<file path="src/rtl/uart_tx_mmio.sv">
// ---------------------------------------------------------------------------
// uart_tx_mmio
//
// Purpose:
//   Memory-mapped UART transmitter. It responds on the processor data-memory
//   port beside data_mem. The top level gates data_mem's read data with ~hit.
//   Bytes written to TXDATA are queued in a TX FIFO. A serializer FSM shifts
//   them out on tx as 8N1 frames, or 8E1 frames when parity is enabled.
//
// Register window (16 bytes at BASE_ADDR, selected by addr[3:2]):
//   0x0 TXDATA  write pushes write_data[7:0]; reads 0
//   0x4 STATUS  bit0 full, bit1 empty, bit2 tx_busy,
//               bit3 overflow (sticky, write 1 clears), [15:8] count
//   0x8 CTRL    bit0 enable
//   0xC         reserved: reads 0, writes ignored
//
// Build option:
//   UART_TX_PARITY_EN - when defined, an even parity bit is inserted between
//                       the data bits and the stop bit (11-bit frame).
//
// Ports:
//   clk         clock, all state changes on the rising edge
//   rst         asynchronous, active-high reset
//   read_en     data-port load strobe
//   write_en    data-port store strobe
//   addr        byte address (addr[1:0] ignored)
//   write_data  store data
//   read_data   load data (combinational, 0 unless hit & read_en)
//   hit         address falls inside the register window
//   tx          serial output, idle high (registered)
//   tx_busy     serializer not idle (registered)
// ---------------------------------------------------------------------------
`timescale 1ns/1ps

module uart_tx_mmio #(
  parameter int                    ADDR_WIDTH   = 32,
  parameter int                    DATA_WIDTH   = 32,
  parameter logic [ADDR_WIDTH-1:0] BASE_ADDR    = ADDR_WIDTH'(32'h0000_1000),
  parameter int                    CLKS_PER_BIT = 16,
  parameter int                    FIFO_DEPTH   = 8
) (
  input  logic                  clk,
  input  logic                  rst,
  input  logic                  read_en,
  input  logic                  write_en,
  input  logic [ADDR_WIDTH-1:0] addr,
  input  logic [DATA_WIDTH-1:0] write_data,
  output logic [DATA_WIDTH-1:0] read_data,
  output logic                  hit,
  output logic                  tx,
  output logic                  tx_busy
);

  localparam int PTR_W  = $clog2(FIFO_DEPTH);
  localparam int CNT_W  = PTR_W + 1;
  localparam int BAUD_W = (CLKS_PER_BIT > 2) ? $clog2(CLKS_PER_BIT) : 1;
  localparam logic [BAUD_W-1:0] BAUD_MAX = BAUD_W'(CLKS_PER_BIT - 1);

  typedef enum logic [2:0] {
    IDLE,
    START,
    DATA,
`ifdef UART_TX_PARITY_EN
    PARITY,
`endif
    STOP
  } state_t;

  // Address decode
  logic [1:0] reg_sel;
  logic       wr_txdata;
  logic       wr_status;
  logic       wr_ctrl;

  // FIFO state
  logic [7:0]       fifo_mem [FIFO_DEPTH];
  logic [PTR_W-1:0] wr_ptr;
  logic [PTR_W-1:0] rd_ptr;
  logic [CNT_W-1:0] count;
  logic             fifo_full;
  logic             fifo_empty;
  logic [7:0]       fifo_head;
  logic             push;
  logic             push_drop;
  logic             pop;

  // Control / status
  logic ctrl_enable;
  logic overflow;

  // Serializer state
  state_t            state_q, state_d;
  logic [BAUD_W-1:0] baud_q, baud_d;
  logic [2:0]        idx_q, idx_d;
  logic [7:0]        shift_q, shift_d;
  logic              tx_q, tx_d;
  logic              busy_q;
  logic              baud_done;
  logic              start_frame;
`ifdef UART_TX_PARITY_EN
  logic              parity_q, parity_d;
`endif

  // Address bits and data bits this peripheral never looks at
  logic unused_ok;
  assign unused_ok = &{1'b0, addr[1:0], write_data[DATA_WIDTH-1:8]};

  assign reg_sel   = addr[3:2];
  assign hit       = (addr[ADDR_WIDTH-1:4] == BASE_ADDR[ADDR_WIDTH-1:4]);
  assign wr_txdata = hit & write_en & (reg_sel == 2'd0);
  assign wr_status = hit & write_en & (reg_sel == 2'd1);
  assign wr_ctrl   = hit & write_en & (reg_sel == 2'd2);

  assign fifo_full  = (count == CNT_W'(FIFO_DEPTH));
  assign fifo_empty = (count == '0);
  assign fifo_head  = fifo_mem[rd_ptr];

  // A push into a full FIFO is dropped and flags overflow instead
  assign push      = wr_txdata & ~fifo_full;
  assign push_drop = wr_txdata & fifo_full;

  assign start_frame = ctrl_enable & ~fifo_empty;
  assign baud_done   = (baud_q == '0);

  // FIFO storage: data only, no reset needed since count gates validity
  always_ff @(posedge clk) begin
    if (push) begin
      fifo_mem[wr_ptr] <= write_data[7:0];
    end
  end

  // FIFO pointers and occupancy; simultaneous push and pop leave count alone
  always_ff @(posedge clk or posedge rst) begin
    if (rst) begin
      wr_ptr <= '0;
      rd_ptr <= '0;
      count  <= '0;
    end else begin
      if (push) begin
        wr_ptr <= wr_ptr + PTR_W'(1);
      end
      if (pop) begin
        rd_ptr <= rd_ptr + PTR_W'(1);
      end
      case ({push, pop})
        2'b10:   count <= count + CNT_W'(1);
        2'b01:   count <= count - CNT_W'(1);
        default: count <= count;
      endcase
    end
  end

  // CTRL enable and sticky overflow flag (write 1 to STATUS bit3 clears)
  always_ff @(posedge clk or posedge rst) begin
    if (rst) begin
      ctrl_enable <= 1'b0;
      overflow    <= 1'b0;
    end else begin
      if (wr_ctrl) begin
        ctrl_enable <= write_data[0];
      end
      if (push_drop) begin
        overflow <= 1'b1;
      end else if (wr_status && write_data[3]) begin
        overflow <= 1'b0;
      end
    end
  end

  // Register read mux; only drives the bus on a load that hits the window
  always_comb begin
    read_data = '0;
    if (hit && read_en) begin
      case (reg_sel)
        2'd1: begin
          read_data[0]         = fifo_full;
          read_data[1]         = fifo_empty;
          read_data[2]         = busy_q;
          read_data[3]         = overflow;
          read_data[8 +: CNT_W] = count;
        end
        2'd2:    read_data[0] = ctrl_enable;
        default: read_data = '0;
      endcase
    end
  end

  // Serializer next-state logic. tx_d is the line level for the state being
  // entered, so tx is registered and changes on the same edge as the state.
  always_comb begin
    state_d = state_q;
    baud_d  = baud_q;
    idx_d   = idx_q;
    shift_d = shift_q;
    tx_d    = tx_q;
    pop     = 1'b0;
`ifdef UART_TX_PARITY_EN
    parity_d = parity_q;
`endif

    case (state_q)
      IDLE: begin
        tx_d = 1'b1;
        if (start_frame) begin
          pop     = 1'b1;
          shift_d = fifo_head;
`ifdef UART_TX_PARITY_EN
          parity_d = ^fifo_head;
`endif
          baud_d  = BAUD_MAX;
          state_d = START;
          tx_d    = 1'b0;
        end
      end

      START: begin
        if (baud_done) begin
          baud_d  = BAUD_MAX;
          idx_d   = 3'd0;
          state_d = DATA;
          tx_d    = shift_q[0];
        end else begin
          baud_d = baud_q - BAUD_W'(1);
        end
      end

      // The shift register drops one bit per bit time so bit0 is always
      // the bit on the line.
      DATA: begin
        if (baud_done) begin
          baud_d = BAUD_MAX;
          if (idx_q == 3'd7) begin
`ifdef UART_TX_PARITY_EN
            state_d = PARITY;
            tx_d    = parity_q;
`else
            state_d = STOP;
            tx_d    = 1'b1;
`endif
          end else begin
            idx_d   = idx_q + 3'd1;
            shift_d = {1'b0, shift_q[7:1]};
            tx_d    = shift_q[1];
          end
        end else begin
          baud_d = baud_q - BAUD_W'(1);
        end
      end

`ifdef UART_TX_PARITY_EN
      PARITY: begin
        if (baud_done) begin
          baud_d  = BAUD_MAX;
          state_d = STOP;
          tx_d    = 1'b1;
        end else begin
          baud_d = baud_q - BAUD_W'(1);
        end
      end
`endif

      // End of stop bit chains straight into the next start bit when more
      // data is waiting, so back-to-back bytes have no idle gap.
      STOP: begin
        if (baud_done) begin
          if (start_frame) begin
            pop     = 1'b1;
            shift_d = fifo_head;
`ifdef UART_TX_PARITY_EN
            parity_d = ^fifo_head;
`endif
            baud_d  = BAUD_MAX;
            state_d = START;
            tx_d    = 1'b0;
          end else begin
            state_d = IDLE;
            tx_d    = 1'b1;
          end
        end else begin
          baud_d = baud_q - BAUD_W'(1);
        end
      end

      default: begin
        state_d = IDLE;
        tx_d    = 1'b1;
      end
    endcase
  end

  // Serializer registers; reset forces the line idle immediately
  always_ff @(posedge clk or posedge rst) begin
    if (rst) begin
      state_q <= IDLE;
      baud_q  <= '0;
      idx_q   <= '0;
      shift_q <= '0;
      tx_q    <= 1'b1;
      busy_q  <= 1'b0;
    end else begin
      state_q <= state_d;
      baud_q  <= baud_d;
      idx_q   <= idx_d;
      shift_q <= shift_d;
      tx_q    <= tx_d;
      busy_q  <= (state_d != IDLE);
    end
  end

`ifdef UART_TX_PARITY_EN
  // Parity of the byte in flight, captured when it is popped
  always_ff @(posedge clk or posedge rst) begin
    if (rst) begin
      parity_q <= 1'b0;
    end else begin
      parity_q <= parity_d;
    end
  end
`endif

  assign tx      = tx_q;
  assign tx_busy = busy_q;

endmodule

</file>
<file path="config.mk">
export PLATFORM = sky130hd
export DESIGN_NAME = uart_tx_mmio
export DESIGN_NICKNAME = d
export VERILOG_FILES = /design/src/rtl/uart_tx_mmio.sv
export SDC_FILE = /design/constraint.sdc
export NUM_CORES = 1
export LEC_CHECK = 0
export CORE_ASPECT_RATIO = 0.8
export CORE_MARGIN = 5
export CORE_UTILIZATION = 63
export CTS_CLUSTER_DIAMETER = 150
export DETAILED_ROUTE_END_ITERATION = 6
export DONT_BUFFER_PORTS = 1
export PLACE_DENSITY = 0.77
export SLEW_MARGIN = 20
export SYNTH_ARGS = -nofsm -noshare
export SYNTH_HDL_FRONTEND = slang
export SYNTH_SLANG_ARGS = --single-unit
</file>
<file path="constraint.sdc">
create_clock -name clk -period 3.3 [get_ports clk]
set_clock_uncertainty 0.2 [all_clocks]
set_input_delay 0.33 -clock clk [delete_from_list [all_inputs] [get_ports clk]]
set_output_delay 0.33 -clock clk [all_outputs]
set_load 0.005 [all_outputs]
</file>
==> run metrics, run 1 <==
status=finished, final reports clean; fraction of layout cells with a size suffix above 1=0.2157; Flop pwr share=0.615; maximum VDD drop=about 0.31 mV; PwrDens=416.2 nW/um^2; vias post-DR=roughly 2600; Hold WC Path Type=input pin to flip-flop; Syn Area/Cell=14.13 um^2; synth cell count leaders=edfxtp_1, dfrtp_1, buf_4; Starting Density=0.6380; synth top area cells=edfxtp_1, dfrtp_1, mux4_2; die height=~87 um; FF-to-FF path depth=10; DIE AREA=roughly 9000 um^2; switching pwr=slightly below 500 uW; clk_lat worst skew=0.37 ns; drt pass-1 iters=6; iteration-0 DRC count of the detailed router=between 150 and 200; Hold Crit Start=write_en; WP data required=around 3.4 ns; Ys Warns=0; via density per instance=5.917; f_max=~340 MHz; ys flop type=edfxtp_1; Netlist cell types=56; Post-Layout Cell Count=between 400 and 500; switching portion of total power=0.2335; fill count=519; H-tree depth=3; Reg-to-Reg End=count[2]; RSZ-0062 raised after global routing=no; Cell Area, Synth=~4600 um^2; critical path startpoint=count[0]; Antenna Nets Post-Route=0; highest metal used=met4; critical path fanouts, max=12; final design utilization=0.6899; normalized max-slew margin=0.4102; Core Region=between 7000 and 8000 um^2; Worst R2R Setup Slack=approximately 0.32 ns; worst-margin pin slew=about 0.88 ns; Layout Cell Area excl Fill=just over 5000 um^2; Site Rows=28; Clock Power Share=0.364; clk buf depth=2; Leakage=roughly 0.0019 uW; Post-synth EDFFs=64; mux contribution to synthesized area=0.1238; Hold Fails Final Rpt=0; largest net degree at the start of global routing=24; final WL=between 8000 and 9000 um; GR Overflow Total=0; Post-Synth Simple-Gate Area=0.1187; placed cell count=422; clk sink count=96; asr flop ratio synth=0.3333; hold slack=about 0.040 ns; dpl cell area=between 4000 and 5000 um^2; clk root buf=clkbuf_8; area share of fa/ha/maj cells after synthesis=0.02960; largest family of logic cells by synthesized area=multiplexers; area share of the largest cell type after synthesis=0.4133; Worst setup SP type=flip-flop; FF+latch count, synth=between 90 and 100; worst setup path end=count[2]; maxcap violations=0; reg-to-reg startpoint=count[0]; Synth Area in Compound Gates=0.05813; crit path capture type=flip-flop; port bufs=0; Crit Path Category=flip-flop to flip-flop; setup violators final=0; footprint of the multi-input gates=1717 um^2; post-DR wirelength/cell=around 18 um; min Tclk post-route=2.978 ns; met1 WL=~3600 um; Tcrit/Tclk final=0.9026; clk slew on worst S/H paths=0.11 ns; most common cell in the netlist=edfxtp_1; CP Data Arrival Time=3.03 ns; post-DP HPWL=5788 um; storage element area=between 2000 and 3000 um^2; Remaining DRCs=0; vias in the first global route=approximately 2600; Synth area leader=edfxtp_1; Logic pwr share=0.020; internal power=around 1600 uW; Final TNS setup=0 ns; Top Ports=103; register area share after synthesis=0.5858; met2 wire len=between 4000 and 5000 um; initial antenna violation count=0; DR WL met3=537 um; cell count after synthesis=329; Slew Viols, Final=0; CTS tree=yes; # diodes=0; first-pass GRT wire length=approximately 13000 um; Total Routing Usage GR=0.1897; Die Width=106.0 um; GP Congestion=slightly below 0.8; Post-Synth XOR/XNOR Area=0.01884; Layout area overhead=8.127%; NumNets Final=431; CTS Buf Count=9
[worst min-delay path by stage]
stage | to | cells after the start
2_1_floorplan | fifo_mem[0][0] | 0
3_3_place_gp | fifo_mem[0][5] | 0
3_5_place_dp | fifo_mem[0][2] | 0
4_1_cts | overflow | 3
5_1_grt | overflow | 3
6_report | overflow | 3
[layout by cell type, fill, tap and decap left out, types with 8 or more instances in the layout]
cell           count
dlygate4sd3_1      9
edfxtp_1          64
nor2_1             9
nand2_1           18
ha_1              11
clkbuf_8           9
dfrtp_1           31
a21oi_1            8
o21ai_0            9
mux4_2            16
buf_4             17
mux2_2            12
inv_1             14
mux2i_1            8
conb_1            25
nor3_1             9
[power by group through the flow]
stage	sequential [uW]	clock [uW]	combinational (uW)
floorplan	1310	0	41.3
global placement	1310	0	23.8
detailed placement	1310	0	24.6
CTS	1290	780	42.1
global route	1290	837	49.1
finish	1290	762	42.4
[state kept, by name, indices dropped and copies added (netlist names)]
signal and cells:
rd_ptr 3, overflow 1, idx_q 3, state_q 3, fifo_mem 64, tx 1, shift_q 8, wr_ptr 3
count 4, baud_q 4, ctrl_enable 1, tx_busy 1
[kinds of logic (layout without fill, tap and decap cells)]
logic type,Yosys count,count (layout)
and+or+nand+nor,83,83
buffers and inverters,52,56
other,1,25
adders and majority gates,11,11
muxes,36,36
xor gates and xnor gates,10,10
DFF,96,96
AOI/OAI and AO/OA,40,40
[cell type report]
type	instances	share of cell area
Sequential cell	96	0.5418
Multi-Input combinational cell	205	0.3415
Timing Repair Buffer	26	0.04331
Clock buffer	9	0.02464
Tap cell	90	0.02240
Clock inverter	7	0.01593
Inverter	14	0.01045
[worst max-delay path: stages (launching register included)]
cell	delay, ns
dfrtp_1	0.48
or4b_2	0.74
nand2_1	0.11
or4_4	0.24
ha_1	0.31
xor2_1	0.10
ha_1	0.18
a21oi_1	0.15
xor2_1	0.15
nor2_1	0.06
xor2_1	0.14
[per-layer routing]
metal	vias up	track usage
met5	-	0
met4	0	0.03529
met3	3	0.05138
met2	96	0.3200
met1	1293	0.2542
li1	1253	-
[metrics by stage]
stage | power, uW | setup slack [ns]
2_1_floorplan | 1354 | 0.3593
3_3_place_gp | 1338 | 0.2725
3_5_place_dp | 1339 | 0.2156
4_1_cts | 2110 | 0.3208
5_1_grt | 2174 | 0.1102
6_report | 2092 | 0.3215
[repair_timing]
item	CTS	global route
endpoints found under the hold margin	87	0
buffers inserted	0	0
hold buffers	9	0
resized for setup	0	0
No activity file was read; power rests on OpenSTA's default activity.
==> inputs of run 2 (changes only) <==
--- a/config.mk
+++ b/config.mk
@@ -5,13 +5,15 @@
 export SDC_FILE = /design/constraint.sdc
 export NUM_CORES = 1
 export LEC_CHECK = 0
+export ABC_AREA = 1
 export CORE_ASPECT_RATIO = 0.8
-export CORE_MARGIN = 5
+export CORE_MARGIN = 2
 export CORE_UTILIZATION = 63
 export CTS_CLUSTER_DIAMETER = 150
 export DETAILED_ROUTE_END_ITERATION = 6
 export DONT_BUFFER_PORTS = 1
 export PLACE_DENSITY = 0.77
+export RECOVER_POWER = 25
 export SLEW_MARGIN = 20
 export SYNTH_ARGS = -nofsm -noshare
 export SYNTH_HDL_FRONTEND = slang
==> run 2 against run 1 <==
Net effect: the run now ends with capacitance limit, slew limit left; sequential cell count unchanged; synthesized cell count increased by 61%; combinational power increased to 28 times the previous value; via count increased by 32%; sequential power increased by 20%; routed wire length increased by 13%; final area increased by 4.4%; sequential share of layout area decreased by 2.3 points; power increased by 66%; highest routed layer unchanged.
==> run metrics, run 2 <==
most frequent cells in the layout=nand2_1, edfxtp_1, nor2_1; worst slack, placed=0.5437 ns (+0.3281 ns); storage element area=2724 um^2 (unchanged); drt pass-1 iters=5 (-1); Top reg by flops=fifo_mem; GR Overflow Total=0 (unchanged); CTS tree=yes; status=finished, violations left; clk slew on worst S/H paths=0.10 ns (about the same); worst-path cell chain=inv_1 > ha_1 > nand2_1 > inv_1 > nand2_1 > a21oi_4 > ha_1 > xor2_1 > ha_1 > a21oi_1 > xor2_1 > o21ai_0; vias post-DR=3483 (+32%); Reg-to-Reg End=count[2]; maximum VDD drop=0.3862 mV (+23%); Worst Hold Path Cells=4 (+1); initial antenna violation count=0 (unchanged); final design utilization=0.7069 (+0.01697); GP Congestion=0.8493 (+6.8%); CTS Buf Count=9 (unchanged); Worst setup SP type=flip-flop; clk root buf=clkbuf_8; Die Width=102.3 um (-3.6%); crit path capture type=flip-flop; vias in the first global route=3074 (+16%); register area share after synthesis=0.5596 (-0.02620); commonest non-fill, non-tap cell in the layout=nand2_1; max FFs per register=64 (unchanged); Final TNS setup=0 ns (unchanged); via density per instance=5.245 (-11%); CP max stage delay=0.41 ns (-0.33 ns); most common cell in the netlist=nand2_1; Hold WC Path Type=input pin to flip-flop; critical path fanouts, max=7 (-5); first-pass GRT wire length=14910 um (+12%); post-DP HPWL=6298 um (+8.8%); Hold Crit Start=write_en; CP Data Arrival Time=2.85 ns (-0.18 ns); NumNets Final=633 (+47%); ys flop type=edfxtp_1; Netlist cell types=36 (-36%); Post-synth EDFFs=64 (unchanged); Synth area leader=edfxtp_1; post-route setup slack=0.5350 ns (+0.2135 ns); Leakage=0.002355 uW (+25%); Cell Area, Synth=4867 um^2 (+4.7%); CP Buf/Inv Count=2 (+2); area share of the largest cell type after synthesis=0.3949 (-0.01849); Core Region=7427 um^2 (+1.9%); worst-margin pin slew=1.760 ns (+0.8759 ns); maxcap violations=1 (+1); Total Routing Usage GR=0.2371 (+0.04739); Remaining DRCs=0 (unchanged); Starting Density=0.6553 (+0.01727); FF-to-FF path depth=12 (+2); synth cell count leaders=nand2_1, edfxtp_1, nor2_1; WHS Endpoint=wr_ptr[2]; Layout area overhead=7.866%; RSZ-0062 raised after global routing=no; FF+latch count, synth=96 (unchanged); normalized max-slew margin=-0.1731 (-0.5833); iteration-0 DRC count of the detailed router=153 (-6.7%); PwrDens=663.4 nW/um^2 (+59%); clk buf depth=2 (unchanged); setup violators final=0 (unchanged); fraction of layout cells with a size suffix above 1=0.08587 (-0.1298); footprint of the multi-input gates=1772 um^2 (+3.2%); die height=82.62 um (-4.9%); Top delay family on crit path=adder cells; cell count after synthesis=531 (+61%); Tcrit/Tclk final=0.8379 (-0.06469); H-tree depth=3 (unchanged); f_max=361.7 MHz (+7.7%); biggest regs=fifo_mem: 64 flops, shift_q: 8 flops; Syn Area/Cell=9.166 um^2 (-35%); dpl cell area=4960 um^2 (+4.8%); Ys Warns=0 (unchanged); # diodes=0 (unchanged); post-DR wirelength/cell=13.91 um (-24%); fill count=569 (+9.6%); DIE AREA=8449 um^2 (-8.3%); synth top area cells=edfxtp_1, dfrtp_1, nand2_1; Site Rows=28 (unchanged); asr flop ratio synth=0.3333 (unchanged); Hold Fails Final Rpt=0 (unchanged); Layout Cell Area excl Fill=5250 um^2 (+4.4%); Worst R2R Setup Slack=0.53 ns (+0.21 ns); WP data required=3.38 ns (+0.03 ns); failing checks=capacitance limit, slew limit; port bufs=0 (unchanged); Resized cells post-CTS=0 (unchanged); Top Ports=103 (unchanged); Antenna Nets Post-Route=0 (unchanged); CP max stage cell=dfrtp_1; Slew Viols, Final=33 (+33); most used cell, CP=ha_1; Crit Path Category=flip-flop to flip-flop; clk sink count=96 (unchanged); clk_lat worst skew=0.36 ns (about the same); final WL=9235 um (+13%); min Tclk post-route=2.765 ns (-0.2135 ns); reg-to-reg startpoint=baud_q[1]; largest net degree at the start of global routing=35 (+46%); Final Power=3483 uW (+66%)
-- run 2: changes by cell type after synthesis, sizes merged, moves of 8 or more --
cell	previous run	this run
nand2	18	133
nor2	9	63
inv	14	58
nand3	6	48
o21ai	9	39
mux4	16	0
mux2	12	0
nor4	9	0
mux2i	8	0
-- run 2: metrics by stage --
step / instances / hold slack, ns
final: 664 / 0.1604
after global routing: 664 / 0.1822
after CTS: 664 / 0.1384
after detailed placement: 638 / 0.1346
after global placement: 638 / 0.1270
after floorplan: 555 / 0.2289
-- run 2: report_power, final --
| group | switching (uW) | internal (uW) |
|---|---|---|
| Combinational | 771 | 415 |
| Clock | 446 | 296 |
| Sequential | 133 | 1420 |
-- run 2: kinds of logic (layout without fill, tap and decap cells) --
group           after synthesis  after routing  share of synthesized area
buf+inv                      96            100                    0.09486
other cells                   1             25                  0.0007705
xor+xnor                     11             11                    0.01980
flops                        96             96                     0.5596
simple gates                265            265                     0.2357
fa+ha+maj                    11             11                    0.02828
compound gates               51             51                    0.06092
-- run 2: worst max-delay path by stage --
stage	start	end	slack, ns	cells after the start
finish	baud_q[1]	count[2]	0.53	12
global route	baud_q[1]	count[2]	0.26	12
CTS	baud_q[1]	count[2]	0.51	12
detailed placement	baud_q[1]	count[2]	0.54	12
global placement	baud_q[1]	count[2]	0.69	12
floorplan	addr[27]	count[2]	0.90	13
-- run 2: layout make-up --
cell class	instances	area share
Clock buffer	9	0.02359
Clock inverter	7	0.01335
Inverter	60	0.04337
Multi-Input combinational cell	363	0.3375
Sequential cell	96	0.5188
Tap cell	105	0.02502
Timing Repair Buffer	24	0.03837
-- run 2: per-layer routing --
metal	share of wire	up-vias	GRT usage
met1	0.45	1606	0.3403
met3	0.064	15	0.04714
li1	-	1743	-
met2	0.47	119	0.3750
met5	0	-	0
met4	0.013	0	0.06400
-- run 2: timing repair --
item,in CTS,in global routing
buffers inserted,0,0
hold buffers,10,0
endpoints found under the hold margin,98,0
-- run 2: worst min-delay path, delay by kind of cell --
| kind | cells | cell delay (ns) |
|---|---|---|
| simple gates | 3 | 0.19 |
| buf+inv | 1 | 0.19 |
